`config.mk`:
```
export PLATFORM = sky130hd
export DESIGN_NAME = alu_exec
export DESIGN_NICKNAME = d
export VERILOG_FILES = /design/src/rtl/alu_exec.sv
export SDC_FILE = /design/constraint.sdc
export NUM_CORES = 1
export LEC_CHECK = 0
export ABC_CLOCK_PERIOD_IN_PS = 3700
export CAP_MARGIN = 20
export CORE_AREA = 2 2 131 133
export CTS_CLUSTER_SIZE = 28
export DETAILED_ROUTE_END_ITERATION = 10
export DIE_AREA = 0 0 133 135
export MAX_ROUTING_LAYER = met4
export PLACE_DENSITY_LB_ADDON = 0.12
export SYNTH_ARGS = -nofsm -noshare
export SYNTH_HDL_FRONTEND = slang
export SYNTH_SLANG_ARGS = --single-unit
```
`constraint.sdc`:
```
create_clock -name clk -period 3.7 [get_ports clk]
set_clock_uncertainty 0.05 [all_clocks]
set_input_delay 0.74 -clock clk [delete_from_list [all_inputs] [get_ports clk]]
set_output_delay 0.74 -clock clk [all_outputs]
set_load 0.01 [all_outputs]
```
`src/rtl/alu_exec.sv`:
```
// alu_exec: execute-stage ALU for the RV32 datapath.
// Registered result behind a valid/ready handshake. Shifts iterate one bit
// per cycle, so shift latency tracks the shift amount; every other op
// completes in a single cycle.
//
// Ports:
//   clk        system clock, rising edge
//   rst_n      asynchronous active-low reset
//   in_valid   request valid
//   in_ready   request can be accepted this cycle (combinational)
//   ALUop      4-bit operation code
//   A          operand A / shift source
//   B          operand B / shift amount in B[$clog2(WIDTH)-1:0]
//   flush      synchronous kill of in-flight and pending work
//   out_valid  result holds a valid value
//   out_ready  consumer accepts result this cycle
//   result     registered result
//   busy       high while the iterative shifter is running
module alu_exec #(
   parameter int unsigned WIDTH = 32
) (
   input  logic             clk,
   input  logic             rst_n,
   input  logic             in_valid,
   output logic             in_ready,
   input  logic [3:0]       ALUop,
   input  logic [WIDTH-1:0] A,
   input  logic [WIDTH-1:0] B,
   input  logic             flush,
   output logic             out_valid,
   input  logic             out_ready,
   output logic [WIDTH-1:0] result,
   output logic             busy
);

   localparam int unsigned SHW = $clog2(WIDTH);

   // ALUop encoding shared with the decoder
   localparam logic [3:0] ALU_ADD    = 4'd0;
   localparam logic [3:0] ALU_SUB    = 4'd1;
   localparam logic [3:0] ALU_AND    = 4'd2;
   localparam logic [3:0] ALU_OR     = 4'd3;
   localparam logic [3:0] ALU_XOR    = 4'd4;
   localparam logic [3:0] ALU_SLT    = 4'd5;
   localparam logic [3:0] ALU_SLTU   = 4'd6;
   localparam logic [3:0] ALU_SLL    = 4'd7;
   localparam logic [3:0] ALU_SRL    = 4'd8;
   localparam logic [3:0] ALU_SRA    = 4'd9;
   localparam logic [3:0] ALU_COPY_B = 4'd10;
   localparam logic [3:0] ALU_XXX    = 4'd15;

   typedef enum logic [1:0] {
      ST_IDLE  = 2'd0,
      ST_SHIFT = 2'd1,
      ST_DONE  = 2'd2
   } state_t;

   // Registered state
   state_t           r_state;
   logic [WIDTH-1:0] r_shreg;
   logic [SHW-1:0]   r_cnt;
   logic             r_left;
   logic             r_arith;
   logic [WIDTH-1:0] r_result;

   // Next-state values
   state_t           w_state_nxt;
   logic [WIDTH-1:0] w_shreg_nxt;
   logic [SHW-1:0]   w_cnt_nxt;
   logic             w_left_nxt;
   logic             w_arith_nxt;
   logic [WIDTH-1:0] w_result_nxt;

   // Datapath helpers
   logic [SHW-1:0]   w_amt;
   logic             w_is_shift;
   logic             w_accept;
   logic [WIDTH-1:0] w_alu_res;
   logic [WIDTH-1:0] w_shift_step;

   assign w_amt      = B[SHW-1:0];
   assign w_is_shift = (ALUop == ALU_SLL) || (ALUop == ALU_SRL) || (ALUop == ALU_SRA);

   assign out_valid  = (r_state == ST_DONE);
   assign busy       = (r_state == ST_SHIFT);
   assign result     = r_result;
   assign in_ready   = (r_state != ST_SHIFT) && (!out_valid || out_ready) && !flush;
   assign w_accept   = in_valid && in_ready;

   // Single-cycle ALU; shift codes return A, which is the k=0 shift result
   always_comb begin
      w_alu_res = '0;
      case (ALUop)
         ALU_ADD:    w_alu_res = A + B;
         ALU_SUB:    w_alu_res = A - B;
         ALU_AND:    w_alu_res = A & B;
         ALU_OR:     w_alu_res = A | B;
         ALU_XOR:    w_alu_res = A ^ B;
         ALU_SLT:    w_alu_res = WIDTH'($signed(A) < $signed(B));
         ALU_SLTU:   w_alu_res = WIDTH'(A < B);
         ALU_SLL,
         ALU_SRL,
         ALU_SRA:    w_alu_res = A;
         ALU_COPY_B: w_alu_res = B;
         ALU_XXX:    w_alu_res = '0;
         default:    w_alu_res = '0;
      endcase
   end

   // One-bit shift of the iterating register; SRA replicates the MSB
   always_comb begin
      w_shift_step = '0;
      if (r_left) begin
         w_shift_step = {r_shreg[WIDTH-2:0], 1'b0};
      end else begin
         w_shift_step = {r_arith & r_shreg[WIDTH-1], r_shreg[WIDTH-1:1]};
      end
   end

   // Next-state and datapath update
   always_comb begin
      w_state_nxt  = r_state;
      w_shreg_nxt  = r_shreg;
      w_cnt_nxt    = r_cnt;
      w_left_nxt   = r_left;
      w_arith_nxt  = r_arith;
      w_result_nxt = r_result;

      if (flush) begin
         // Kill everything; result register keeps its last value
         w_state_nxt = ST_IDLE;
         w_cnt_nxt   = '0;
      end else if (w_accept) begin
         // Accept only happens from IDLE or from DONE being drained
         if (w_is_shift && (w_amt != '0)) begin
            w_shreg_nxt = A;
            w_cnt_nxt   = w_amt;
            w_left_nxt  = (ALUop == ALU_SLL);
            w_arith_nxt = (ALUop == ALU_SRA);
            w_state_nxt = ST_SHIFT;
         end else begin
            w_result_nxt = w_alu_res;
            w_state_nxt  = ST_DONE;
         end
      end else begin
         case (r_state)
            ST_SHIFT: begin
               w_shreg_nxt = w_shift_step;
               w_cnt_nxt   = r_cnt - SHW'(1);
               if (r_cnt == SHW'(1)) begin
                  w_result_nxt = w_shift_step;
                  w_state_nxt  = ST_DONE;
               end
            end
            ST_DONE: begin
               if (out_ready) begin
                  w_state_nxt = ST_IDLE;
               end
            end
            default: begin
               w_state_nxt = r_state;
            end
         endcase
      end
   end

   // State and datapath registers
   always_ff @(posedge clk or negedge rst_n) begin
      if (!rst_n) begin
         r_state  <= ST_IDLE;
         r_shreg  <= '0;
         r_cnt    <= '0;
         r_left   <= 1'b0;
         r_arith  <= 1'b0;
         r_result <= '0;
      end else begin
         r_state  <= w_state_nxt;
         r_shreg  <= w_shreg_nxt;
         r_cnt    <= w_cnt_nxt;
         r_left   <= w_left_nxt;
         r_arith  <= w_arith_nxt;
         r_result <= w_result_nxt;
      end
   end

endmodule
```
Word level (Yosys, flattened, before mapping)
Cells that the tools add are included.
Word-level totals
  bits in registers: 73
  latch bits: 0
  RAM bits: 0
  bits in read-only memories: 0
  bits of input ports: 73
  output and inout port bits: 35
  word-level logic and storage cells: 75
  memories: 0
Operators by class
  add/subtract/negate cells: 3
  multiply operators: 0
  div/mod/pow operators: 0
  order comparisons: 2
  equality and inequality tests: 19
  shifts and indexed selects: 0
  muxes and demuxes: 19
  bitwise operators: 5
  reduce and logical (&&, ||, !) cells: 21
Operators by type and width (number)
  one-hot mux 32 bit (9 select lines): 1
  2-to-1 mux 32 bit: 8
  less-than comparator 32 bit: 2
  adder 32 bit: 1
  AND 32 bit: 1
  bitwise OR 32 bit: 1
  subtractor 32 bit: 1
  XOR 32 bit: 1
  2-to-1 mux 5 bit: 4
  == test 4 x 3 -> 1 bit, second input constant: 4
  == test 4 bit, second input constant: 3
  2-to-1 mux 2 bit: 5
  AND reduction 3 bit: 3
  == test 4 x 2 -> 1 bit, second input constant: 2
  inequality test 4 x 2 -> 1 bit, second input constant: 2
  == test 5 x 1 -> 1 bit, second input constant: 1
  nonzero test 5 bit: 1
  subtractor 5 x 1 -> 5 bit, second input constant: 1
  == test 4 x 1 -> 1 bit, second input constant: 1
  logical AND 1 bit: 4
  zero test 4 bit: 1
  inequality test 2 x 1 -> 1 bit, second input constant: 2
  one-hot mux 2 bit (2 select lines): 1
  AND reduction 4 bit: 1
  13 further kinds: 17

Longest topological paths before layout
  depth in word-level cells: 8
  gate-level depth with buffers: 13
  gate-level depth less buffers: 13

Worst setup path after synthesis
OpenSTA, ideal clock, no wires.
  path type: in2reg
  start: in B[6]
  end: reg r_result[29] (netlist: result[29])
  library setup time: 96 ps
  arrival time: 3430 ps
  setup slack: 125 ps
  stages: 13
  buffers on the path: 1
  cell sequence: inv_1 ha_1 buf_4 nor2b_1 or4_1 o21a_1 nor4bb_1 or4_4 a221o_1 a211oi_1 or2_2 a2111oi_1 a311oi_2
Between the ends
  cells in the longest elaborated chain, start to end: 4
RTL lines
  start, declared: RTL line 28  | input logic [WIDTH-1:0] B,
  subtractor 32 bit or adder 32 bit (tied branches): RTL line 95, 94
  one-hot mux 32 bit (9 select lines) *: RTL line 93  | case (ALUop)
  2-to-1 mux 32 bit *: RTL line 135  | if (w_is_shift && (w_amt != '0)) begin
  2-to-1 mux 32 bit *: RTL line 133  | end else if (w_accept) begin
  end signal, assigned: RTL line 182  | r_result <= w_result_nxt;
  end, declared: RTL line 64  | logic [WIDTH-1:0] r_result;
Mark *: on every way between the ends. The rest lies on a longest branch, timed or not. The select of a mux whose other input is x is not followed.
A chain may end at the register's enable or synchronous reset.

Worst setup path after layout
  start: in B[7]
  end: reg r_result[30] (netlist: result[30])
Same word-level chain as after synthesis.

==> key figures <==
Drt
  • WL/cell: 20.27 um
  • Vias per cell: 6.165
  • DR DRC count: 0
  • First-pass iteration count of the detailed router: 7
  • Total wire length: 35.35 mm
  • Iteration-0 DRC Markers: 899
  • Post-route ant nets: 0
  • Vias post-DR: 10750

Die
  • Die area: 17960 sq um
  • Core ar.: 16410 sq um
  • Boundary pin count: 108
  • Die Span Y: 135 um
  • Die width: 133 um
  • Row count: 47
  • Starting Density: 54.69%

Synthesis
  • Multiplexer share of the synthesized area: 4.253%
  • Syn Std Cell Area: 8974 sq um
  • Yosys synthesis warning count: 0
  • Largest cells by area after synthesis: dfrtp_1, ha_1, a21oi_1
  • Mean Syn Cell Area: 7.156 sq um
  • Largest family of logic cells by synthesized area: compound AO/OA/AOI/OAI gates
  • EDFF count, synth: 0
  • Synth Area in Adders: 14.11%
  • Yosys top cell by area: dfrtp_1
  • Post-Synth Simple-Gate Area: 19.70%
  • Unique masters post-synth: 73
  • Ys async rst share: 100.0%
  • Sequential share of the synthesized area: 20.36%
  • Primary FF master, synth: dfrtp_1
  • Synthesis-stage register bit count: 73
  • Cells after Synth: 1254
  • Post-synthesis compound-gate area fraction: 32.68%
  • Synth top area share: 20.36%
  • Post-synthesis xor/xnor area fraction: 0.9760%
  • Syn Nets: 1427

Global routing
  • Most Crowded Layer GR: met2
  • Largest net degree at the start of global routing: 68
  • Routing usage on met2: 65.43%
  • Global-route wire length before repair: 54.48 mm
  • Met1 Usage GRT: 47.75%
  • Gr ovfl total: 0
  • Met3 Resource Use GR: 4.917%
  • Vias in the first global route: 10350
  • GRT Total Usage: 39.84%
  • Antenna violations before repair: 1

Pwr
  • Gate power share: 50.2%
  • Leakage: 0.005771 uW
  • Net Sw Power: 1842 uW
  • Pwr Density: 361.7 nW/um^2
  • VDD IR-drop max: 0.0003646 V
  • Total power: 4521 uW
  • Sequential share of power: 29.3%
  • Switching power share of the total: 40.73%
  • Internal Power: 2680 uW
  • Clock power share: 20.4%

Setup path
  • Worst setup EP type: flop
  • CP max-delay cell: or4_1
  • Crit path largest cell delay: 510 ps
  • Critical path type: in2reg
  • Worst path top cell family by delay: compound AO/OA/AOI/OAI gates
  • Most frequent cell on the critical path: o31a_1
  • Startpoint types: input pin
  • Data arrival, critical path: 3830 ps
  • Critical Path Fanout Max: 8
  • Crit path required time: 3930 ps
  • Bufs and invs on worst path: 2
  • CP Cell Sequence: clkdlybuf4s50_1 > inv_1 > ha_2 > o21ai_0 > nand2b_1 > o31a_1 > a31oi_4 > o31a_1 > o31ai_4 > a21oi_2 > o21a_1 > or4_1 > o211ai_1

Layout
  • Most frequent cells in the layout: buf_4, nor2_1, a21oi_1
  • Area delta synth->final: 39.31%
  • Total of fill cells in the finished design: 1264
  • Ant. Diodes: 0
  • Final std cells w/o fill: 1744
  • Fraction of layout cells with a size suffix above 1: 22.05%
  • Commonest non-fill, non-tap cell in the layout: buf_4
  • Layout Nets: 1692

Clocking
  • CTS Buf Count: 9
  • CTS Root Cell: clkbuf_16
  • H-tree depth: 3
  • CTS tree: yes
  • CTS Hold Buffers Added: 0
  • Clock Path Buffers: 2
  • Clock Sinks: 73
  • Clk_lat worst skew: 360 ps
  • Worst-path clk slew: 60 ps

Min path
  • Hold crit path type: reg2reg

STA
  • Final hold slack: 427.3 ps
  • Final worst slack: 99.34 ps
  • Max frequency: 277.7 MHz
  • Crit share post-route: 97.32%
  • # setup viols final: 0
  • Min Clock Period, post-route: 3601 ps
  • Final Max Tran Viols: 0
  • Worst rel slew slack: 38.16%
  • Final hold vios: 0
  • Slew at the pin closest to its max-slew limit: 927.6 ps
  • Sum of negative setup slack: 0 ps

Run
  • Max_cap viols: 0

Placement
  • Dpl ws: -638.6 ps
  • RD Place Congestion: 1.003
  • DP Wirelength: 26.28 mm
  • Placed insts: 1723
  • Port Buffers: 107

Run status
  • Status: finished clean
final cells by class:
class	instances	area (sq um)	area share, %
Clock buffer	10	229.0	1.832
Clock inverter	6	66.31	0.5305
Inverter	99	371.6	2.973
Multi-Input combinational cell	994	6823	54.58
Sequential cell	73	1828	14.62
Tap cell	220	275.3	2.202
Timing Repair Buffer	342	2908	23.26
kinds of logic (layout without fill, tap and decap cells):
logic type | Yosys count | in the layout
buffers and inverters | 187 | 457
XOR/XNOR | 10 | 10
AO/OA/AOI/OAI | 454 | 454
flip-flops | 73 | 73
multiplexers | 38 | 38
adder cells (fa/ha/maj) | 100 | 100
AND/OR/NAND/NOR | 392 | 392
synth_stat cells (8+ instances only):
library cell and count:
nor2_1 135, a21oi_1 134, nand2_1 127, o21ai_0 102, inv_1 99, ha_1 98, clkbuf_1 80, dfrtp_1 73
mux2i_1 37, a22oi_1 28, nand3_1 27, nor3_1 25, o211ai_1 22, a21o_1 18, nand2b_1 17, a211oi_1 16
o22ai_1 16, nand4_1 14, a221oi_1 13, o21bai_1 11, o31ai_1 11, a31oi_1 10, a221o_1 9, xnor2_1 9
a211o_1 8, or2_2 8
state kept, by name (all words and copies together) (netlist names):
name,cells
result,32
r_state,2
r_left,1
r_cnt,5
r_arith,1
r_shreg,32
tightest hold or removal path: cells and delay by family (launching register included):
family | cells | cell delay, ps
and+or+nand+nor | 1 | 40
AOI/OAI and AO/OA | 1 | 60
DFF | 1 | 340
path summary, 6_finish.rpt:
| kind | startpoint | endpoint | slack [ps] | cells after the start |
|---|---|---|---|---|
| max | B[7] | result[30]$_DFFE_PN0P_ | 100 | 13 |
| min | r_shreg[31]$_DFFE_PN0P_ | r_shreg[31]$_DFFE_PN0P_ | 430 | 2 |
| max reg2reg | r_state[0]$_DFFE_PN0P_ | r_shreg[5]$_DFFE_PN0P_ | 860 | 10 |
| min reg2reg | r_shreg[31]$_DFFE_PN0P_ | r_shreg[31]$_DFFE_PN0P_ | 430 | 2 |
| max in group asynchronous | rst_n | result[30]$_DFFE_PN0P_ | 2450 | 2 |
| min in group asynchronous | rst_n | r_state[0]$_DFFE_PN0P_ | 470 | 1 |
timing repair:
item,4_1_cts,5_1_grt
gates resized for setup,29,58
endpoints found under the setup margin,14,21
gates cloned,0,0
pin swaps,16,12
setup buffers,5,0
stage by stage:
stage | cell area [sq um] | util [%]
2_1_floorplan | 8974 | -
3_3_place_gp | 11780 | 71.78
3_5_place_dp | 11780 | 71.78
4_1_cts | 12240 | 74.61
5_1_grt | 12500 | 76.19
6_report | 12500 | 76.19
routing by layer:
| layer | share of wire, % | vias up |
|---|---|---|
| met5 | 0 | - |
| met4 | 5.4 | 0 |
| met3 | 6.3 | 117 |
| met2 | 48 | 539 |
| met1 | 41 | 5065 |
| li1 | - | 5030 |
power groups by stage:
stage | logic (uW) | clock network (uW) | registers, uW
4_1_cts | 2190 | 928 | 1320
3_5_place_dp | 2140 | 0 | 1330
6_report | 2270 | 923 | 1330
5_1_grt | 2470 | 952 | 1350
2_1_floorplan | 1070 | 0 | 1300
3_3_place_gp | 2100 | 0 | 1320
Note: power is estimated with default switching activity, not from simulation.
